--- config.mk ---
export PLATFORM = sky130hd
export DESIGN_NAME = timing_control_sequencer
export DESIGN_NICKNAME = d
export VERILOG_FILES = /design/src/rtl/timing_control_sequencer.sv
export SDC_FILE = /design/constraint.sdc
export NUM_CORES = 1
export LEC_CHECK = 0
export CELL_PAD_IN_SITES_DETAIL_PLACEMENT = 1
export CELL_PAD_IN_SITES_GLOBAL_PLACEMENT = 2
export CORE_ASPECT_RATIO = 0.9
export CORE_MARGIN = 5
export CORE_UTILIZATION = 31
export CTS_BUF_LIST = sky130_fd_sc_hd__clkbuf_4 sky130_fd_sc_hd__clkbuf_8 sky130_fd_sc_hd__clkbuf_16
export CTS_CLUSTER_DIAMETER = 40
export CTS_CLUSTER_SIZE = 8
export DETAILED_ROUTE_END_ITERATION = 12
export DONT_BUFFER_PORTS = 1
export GPL_TIMING_DRIVEN = 0
export PLACE_DENSITY_LB_ADDON = 0.1
export SKIP_LAST_GASP = 1
export SYNTH_ARGS = -nofsm -noshare
export SYNTH_HDL_FRONTEND = slang
export SYNTH_SLANG_ARGS = --single-unit
export TNS_END_PERCENT = 100
--- constraint.sdc ---
create_clock -name clk -period 4.55 [get_ports clk]
set_clock_uncertainty 0.15 [all_clocks]
set_input_delay 0.455 -clock clk [delete_from_list [all_inputs] [get_ports clk]]
set_output_delay 0.455 -clock clk [all_outputs]
set_load 0.05 [all_outputs]
--- src/rtl/timing_control_sequencer.sv ---
// timing_control_sequencer
//   Timing and decode control unit for the RISC CPU. A binary T-state counter
//   drives a one-hot timing vector T. The opcode and condition fields of the
//   instruction bus are captured once per instruction, in state DEC_T. The
//   captured opcode produces the one-hot decode D.
//   Each opcode's final T-state comes from the packed END_T table. The table
//   holds one 4-bit entry per opcode, with opcode 0 in the LSBs.
//   Opcode BR_OPC jumps to BR_TGT when the selected flag is set in one of the
//   states BR_CHK_LO..BR_CHK_HI.
//   If the counter wraps past NUM_T-1 without reaching an end state, the
//   sticky seq_err flag is set.
// Ports
//   clk        in  1         rising-edge clock
//   R          in  1         asynchronous active-high reset
//   stall      in  1         hold all sequencing state this cycle
//   in_bus     in  BUS_W     instruction bus (opcode and cond fields used)
//   flags      in  FLAG_W    status flags (bit0 = carry)
//   T          out NUM_T     one-hot timing state
//   t_idx      out TW        binary index of the current T-state
//   D          out 2**OPC_W  one-hot latched opcode, zero until captured
//   instr_done out 1         pulse in the T0 cycle after an instruction ends
//   seq_err    out 1         sticky sequencing error
module timing_control_sequencer #(
  parameter int BUS_W     = 64,
  parameter int OPC_W     = 3,
  parameter int OPC_LSB   = 37,
  parameter int COND_LSB  = 34,
  parameter int FLAG_W    = 4,
  parameter int NUM_T     = 16,
  parameter int DEC_T     = 2,
  parameter logic [4*(2**OPC_W)-1:0] END_T = 32'hC6455555,
  parameter int BR_OPC    = 7,
  parameter int BR_CHK_LO = 6,
  parameter int BR_CHK_HI = 7,
  parameter int BR_TGT    = 11,
  localparam int TW = $clog2(NUM_T),
  localparam int CW = (FLAG_W > 1) ? $clog2(FLAG_W) : 1,
  localparam int DW = 2**OPC_W
) (
  input  logic             clk,
  input  logic             R,
  input  logic             stall,
  input  logic [BUS_W-1:0] in_bus,
  input  logic [FLAG_W-1:0] flags,
  output logic [NUM_T-1:0] T,
  output logic [TW-1:0]    t_idx,
  output logic [DW-1:0]    D,
  output logic             instr_done,
  output logic             seq_err
);

  // Parameter sanity checks at elaboration.
  genvar gi;
  generate
    for (gi = 0; gi < DW; gi++) begin : g_end_chk
      if (!((END_T[gi*4 +: 4] > DEC_T) && (END_T[gi*4 +: 4] < NUM_T))) begin : g_bad_end
        $error("END_T entry %0d out of range", gi);
      end
    end
    if (BR_TGT >= NUM_T) begin : g_bad_tgt
      $error("BR_TGT must be below NUM_T");
    end
    if (BR_CHK_LO <= DEC_T) begin : g_bad_lo
      $error("BR_CHK_LO must be after DEC_T");
    end
    if (BR_CHK_LO > BR_CHK_HI) begin : g_bad_range
      $error("BR_CHK_LO must not exceed BR_CHK_HI");
    end
  endgenerate

  logic [TW-1:0]    r_t_idx;
  logic [OPC_W-1:0] r_opc;
  logic [CW-1:0]    r_cond;
  logic             r_dec_valid;
  logic             r_instr_done;
  logic             r_seq_err;

  // The packed END_T parameter is unpacked into one entry per opcode.
  logic [3:0] w_end_tbl [DW];
  generate
    for (gi = 0; gi < DW; gi++) begin : g_end_tbl
      assign w_end_tbl[gi] = END_T[gi*4 +: 4];
    end
  endgenerate

  logic [3:0] w_end_nib;
  logic       w_capture;
  logic       w_at_end;
  logic       w_in_chk;
  logic       w_take_br;
  logic       w_last;
  logic       w_unused;

  assign w_end_nib = w_end_tbl[r_opc];
  assign w_capture = (r_t_idx == TW'(DEC_T));
  // dec_valid gates end and jump, so neither can fire before the fields are captured.
  assign w_at_end  = r_dec_valid && (r_t_idx == TW'(w_end_nib));
  assign w_in_chk  = (r_t_idx >= TW'(BR_CHK_LO)) && (r_t_idx <= TW'(BR_CHK_HI));
  assign w_take_br = r_dec_valid && (r_opc == OPC_W'(BR_OPC)) && w_in_chk && flags[r_cond];
  assign w_last    = (r_t_idx == TW'(NUM_T - 1));
  // Only the opcode and cond fields of the bus are meaningful here.
  assign w_unused  = ^in_bus;

  always_ff @(posedge clk or posedge R) begin
    if (R) begin
      r_t_idx      <= '0;
      r_opc        <= '0;
      r_cond       <= '0;
      r_dec_valid  <= 1'b0;
      r_instr_done <= 1'b0;
      r_seq_err    <= 1'b0;
    end else if (stall) begin
      r_instr_done <= 1'b0;
    end else begin
      r_instr_done <= 1'b0;
      if (w_at_end) begin
        r_t_idx      <= '0;
        r_dec_valid  <= 1'b0;
        r_instr_done <= 1'b1;
      end else if (w_take_br) begin
        r_t_idx <= TW'(BR_TGT);
      end else if (w_last) begin
        r_t_idx     <= '0;
        r_dec_valid <= 1'b0;
        r_seq_err   <= 1'b1;
      end else begin
        r_t_idx <= r_t_idx + 1'b1;
      end
      // An end state always lies after DEC_T, so this never collides with the clears above.
      if (w_capture) begin
        r_opc       <= in_bus[OPC_LSB +: OPC_W];
        r_cond      <= in_bus[COND_LSB +: CW];
        r_dec_valid <= 1'b1;
      end
    end
  end

  generate
    for (gi = 0; gi < NUM_T; gi++) begin : g_t_dec
      assign T[gi] = (r_t_idx == TW'(gi));
    end
    for (gi = 0; gi < DW; gi++) begin : g_op_dec
      assign D[gi] = r_dec_valid && (r_opc == OPC_W'(gi));
    end
  endgenerate

  assign t_idx      = r_t_idx;
  assign instr_done = r_instr_done;
  assign seq_err    = r_seq_err;

endmodule

==> results.json <==
{
  "cpPeakStageDelay_ns": 0.68,
  "setup_viol": 0,
  "cts-root-buf": "clkbuf_4",
  "crit_family": "simple AND/OR/NAND/NOR gates",
  "synth_top_area_share_pct": 32.3,
  "relSlewSlack_pct": 40.4,
  "drt_iter0_markers": 19,
  "syn_avg_cell_area_um2": 9.31,
  "status": "complete, no violations",
  "whs_ns": 0.102,
  "cts_tree": "done",
  "power_leakage_uw": 0.000437,
  "start_util_pct": 33.1,
  "grt_max_degree": 13,
  "fin_crit_ns": 2.78,
  "synth-async-reset-ratio_pct": 100,
  "overflow": 0,
  "die_width_um": 67.8,
  "die_h_um": 62.0,
  "timing.fmax_ghz": 0.359,
  "area_delta_synth_final_pct": 9.95,
  "viasPerCell": 5.24,
  "synth_area_leaders": "dfrtp_1, and2_1, mux2_2",
  "power-per-cell-area_mw_per_mm2": 868,
  "synth-edff-count": 0,
  "seqCellArea_um2": 300,
  "cts_buffers": 3,
  "wl_per_cell_um": 17.3,
  "rows": 18,
  "worstPathArrival_ns": 2.18,
  "coreArea_mm2": 0.00282,
  "synth_top_cells_by_count": "dfrtp_1, and2_1, nor2_1, nand2_1, inv_1",
  "grt_pass1_vias": 757,
  "multi_input_area_um2": 557,
  "cts-resized-gates": 0,
  "ys_ff_latch": 12,
  "clk_pin_slew_ns": 0.07,
  "cpMaxStageDelayCell": "nor2_1",
  "gp_congestion": 0.812,
  "antenna_found_initial": 0,
  "routed_wl_um": 2490,
  "cts_max_level": 1,
  "clkLatencyLatePin_ns": 0.26,
  "slew_viol_final": 0,
  "required_ns": 3.94,
  "num_vias": 754,
  "syn_nets": 175,
  "drt_drc_violations_left": 0,
  "clock_path_buffers": 2,
  "path_max_fanout": 9,
  "crit_chain": "inv_1 -> ha_1 -> nand2_1 -> nor2_1",
  "place_inst": 140,
  "synth.most_common_cell": "dfrtp_1",
  "yosysSeqAreaShare_pct": 32.3,
  "num_io_pins": 101,
  "hold_path_class": "input port to flip-flop",
  "rsz0062_at_grt": "no",
  "vdd_ir_drop_max_mv": 0.283,
  "worstSetupPathType": "flip-flop to primary output",
  "synth_largest_area_cell": "dfrtp_1",
  "drive_gt1_share_pct": 21.2,
  "finalSetupTns_ns": 0,
  "nNetsFinal": 181,
  "final_cells": 144,
  "ys_warn_count": 0,
  "fin_total_pwr_uw": 889,
  "synth_flop_cell": "dfrtp_1",
  "critical_path.startpoint_type": "flip-flop",
  "cap_violations": 0,
  "die-area_mm2": 0.00420,
  "crit_buf_inv": 1,
  "syn_area_um2": 931,
  "grt_pass1_wl_um": 3930,
  "endpoint_kind": "primary output",
  "port_buffers": 0,
  "track_usage_pct": 12.5,
  "first_pass_iters": 4,
  "numClockSinks": 12,
  "dpl.hpwl_um": 1990,
  "finalCritPeriodShare_pct": 61.2,
  "cts_setup_buffers": 0,
  "syn-instance-count": 100,
  "final_hold_viol_count": 0,
  "ant_nets": 0,
  "worstMarginPinSlew_ns": 0.890,
  "diodes": 0,
  "nFillCells": 334,
  "yosysUniqueCellTypes": 37
}
-- logic make-up (layout without fill, tap and decap cells) --
family / Yosys count / count (layout) / share of synthesized area, %
buffers and inverters: 14 / 18 / 9.00
AOI/OAI and AO/OA: 19 / 19 / 17.9
and+or+nand+nor: 45 / 45 / 27.0
DFF: 12 / 12 / 32.3
muxes: 6 / 6 / 8.47
adders and majority gates: 4 / 4 / 5.38
-- power breakdown --
group          internal, µW  switching [µW]
clock network          30.6            32.2
logic                   160             393
registers               149             124
-- final timing paths --
| check | endpoint | cells after the start | slack [ns] | from |
|---|---|---|---|---|
| min | instr_done | 1 | 0.10 | stall |
| max reg2reg | r_opc[0] | 5 | 2.16 | t_idx[3] |
| min reg2reg | r_cond[1] | 1 | 0.37 | r_cond[1] |
| min in group asynchronous | instr_done | 2 | 0.48 | R |
| max in group asynchronous | t_idx[1] | 2 | 3.46 | R |
| max | T[10] | 4 | 1.77 | t_idx[0] |
-- metal layers --
metal  GRT usage (%)  vias to the layer above  routed length [µm]
met3            4.50                        0                 215
met1            17.0                      370                1140
met4           0.867                        0                   0
met2            20.0                       25                1140
li1                -                      359                   -
met5               0                        -                   0
-- cell type report --
class | count | share of cell area [%]
Tap cell | 40 | 4.89
Buffer | 8 | 5.99
Multi-Input combinational cell | 74 | 54.4
Timing Repair Buffer | 1 | 0.978
Sequential cell | 12 | 29.3
Clock buffer | 3 | 2.20
Inverter | 6 | 2.20
-- stage by stage --
step | cell area (µm²) | setup slack, ns | util, %
6_report | 1020 | 1.77 | 36.4
5_1_grt | 1020 | 1.67 | 36.4
4_1_cts | 1010 | 1.75 | 36.0
3_5_place_dp | 981 | 2.06 | 34.8
3_3_place_gp | 981 | 2.05 | 34.8
2_1_floorplan | 931 | 2.23 | -
-- sequential cells by signal, indices dropped and copies added, names as in the netlist --
name         flops
instr_done       1
r_opc            3
t_idx            4
seq_err          1
r_cond           2
r_dec_valid      1
-- repair_timing --
item                                   in CTS  in global routing
setup endpoints to repair                   0                  0
hold buffers                                1                  0
endpoints found under the hold margin      12                  0
-- cell usage in the layout (no fill, tap or decap), types with 2 or more instances in the layout --
cell / count
dfrtp_1: 12
and2_1: 11
nor2_1: 10
nand2_1: 7
inv_1: 6
o31ai_1: 5
mux2_2: 5
ha_1: 4
a21oi_1: 3
and3_1: 3
nand2b_1: 3
clkbuf_4: 3
clkbuf_1: 2
nand3_1: 2
o21ai_0: 2
nor3_2: 2
buf_4: 2
(Power assumes the default switching activity.)
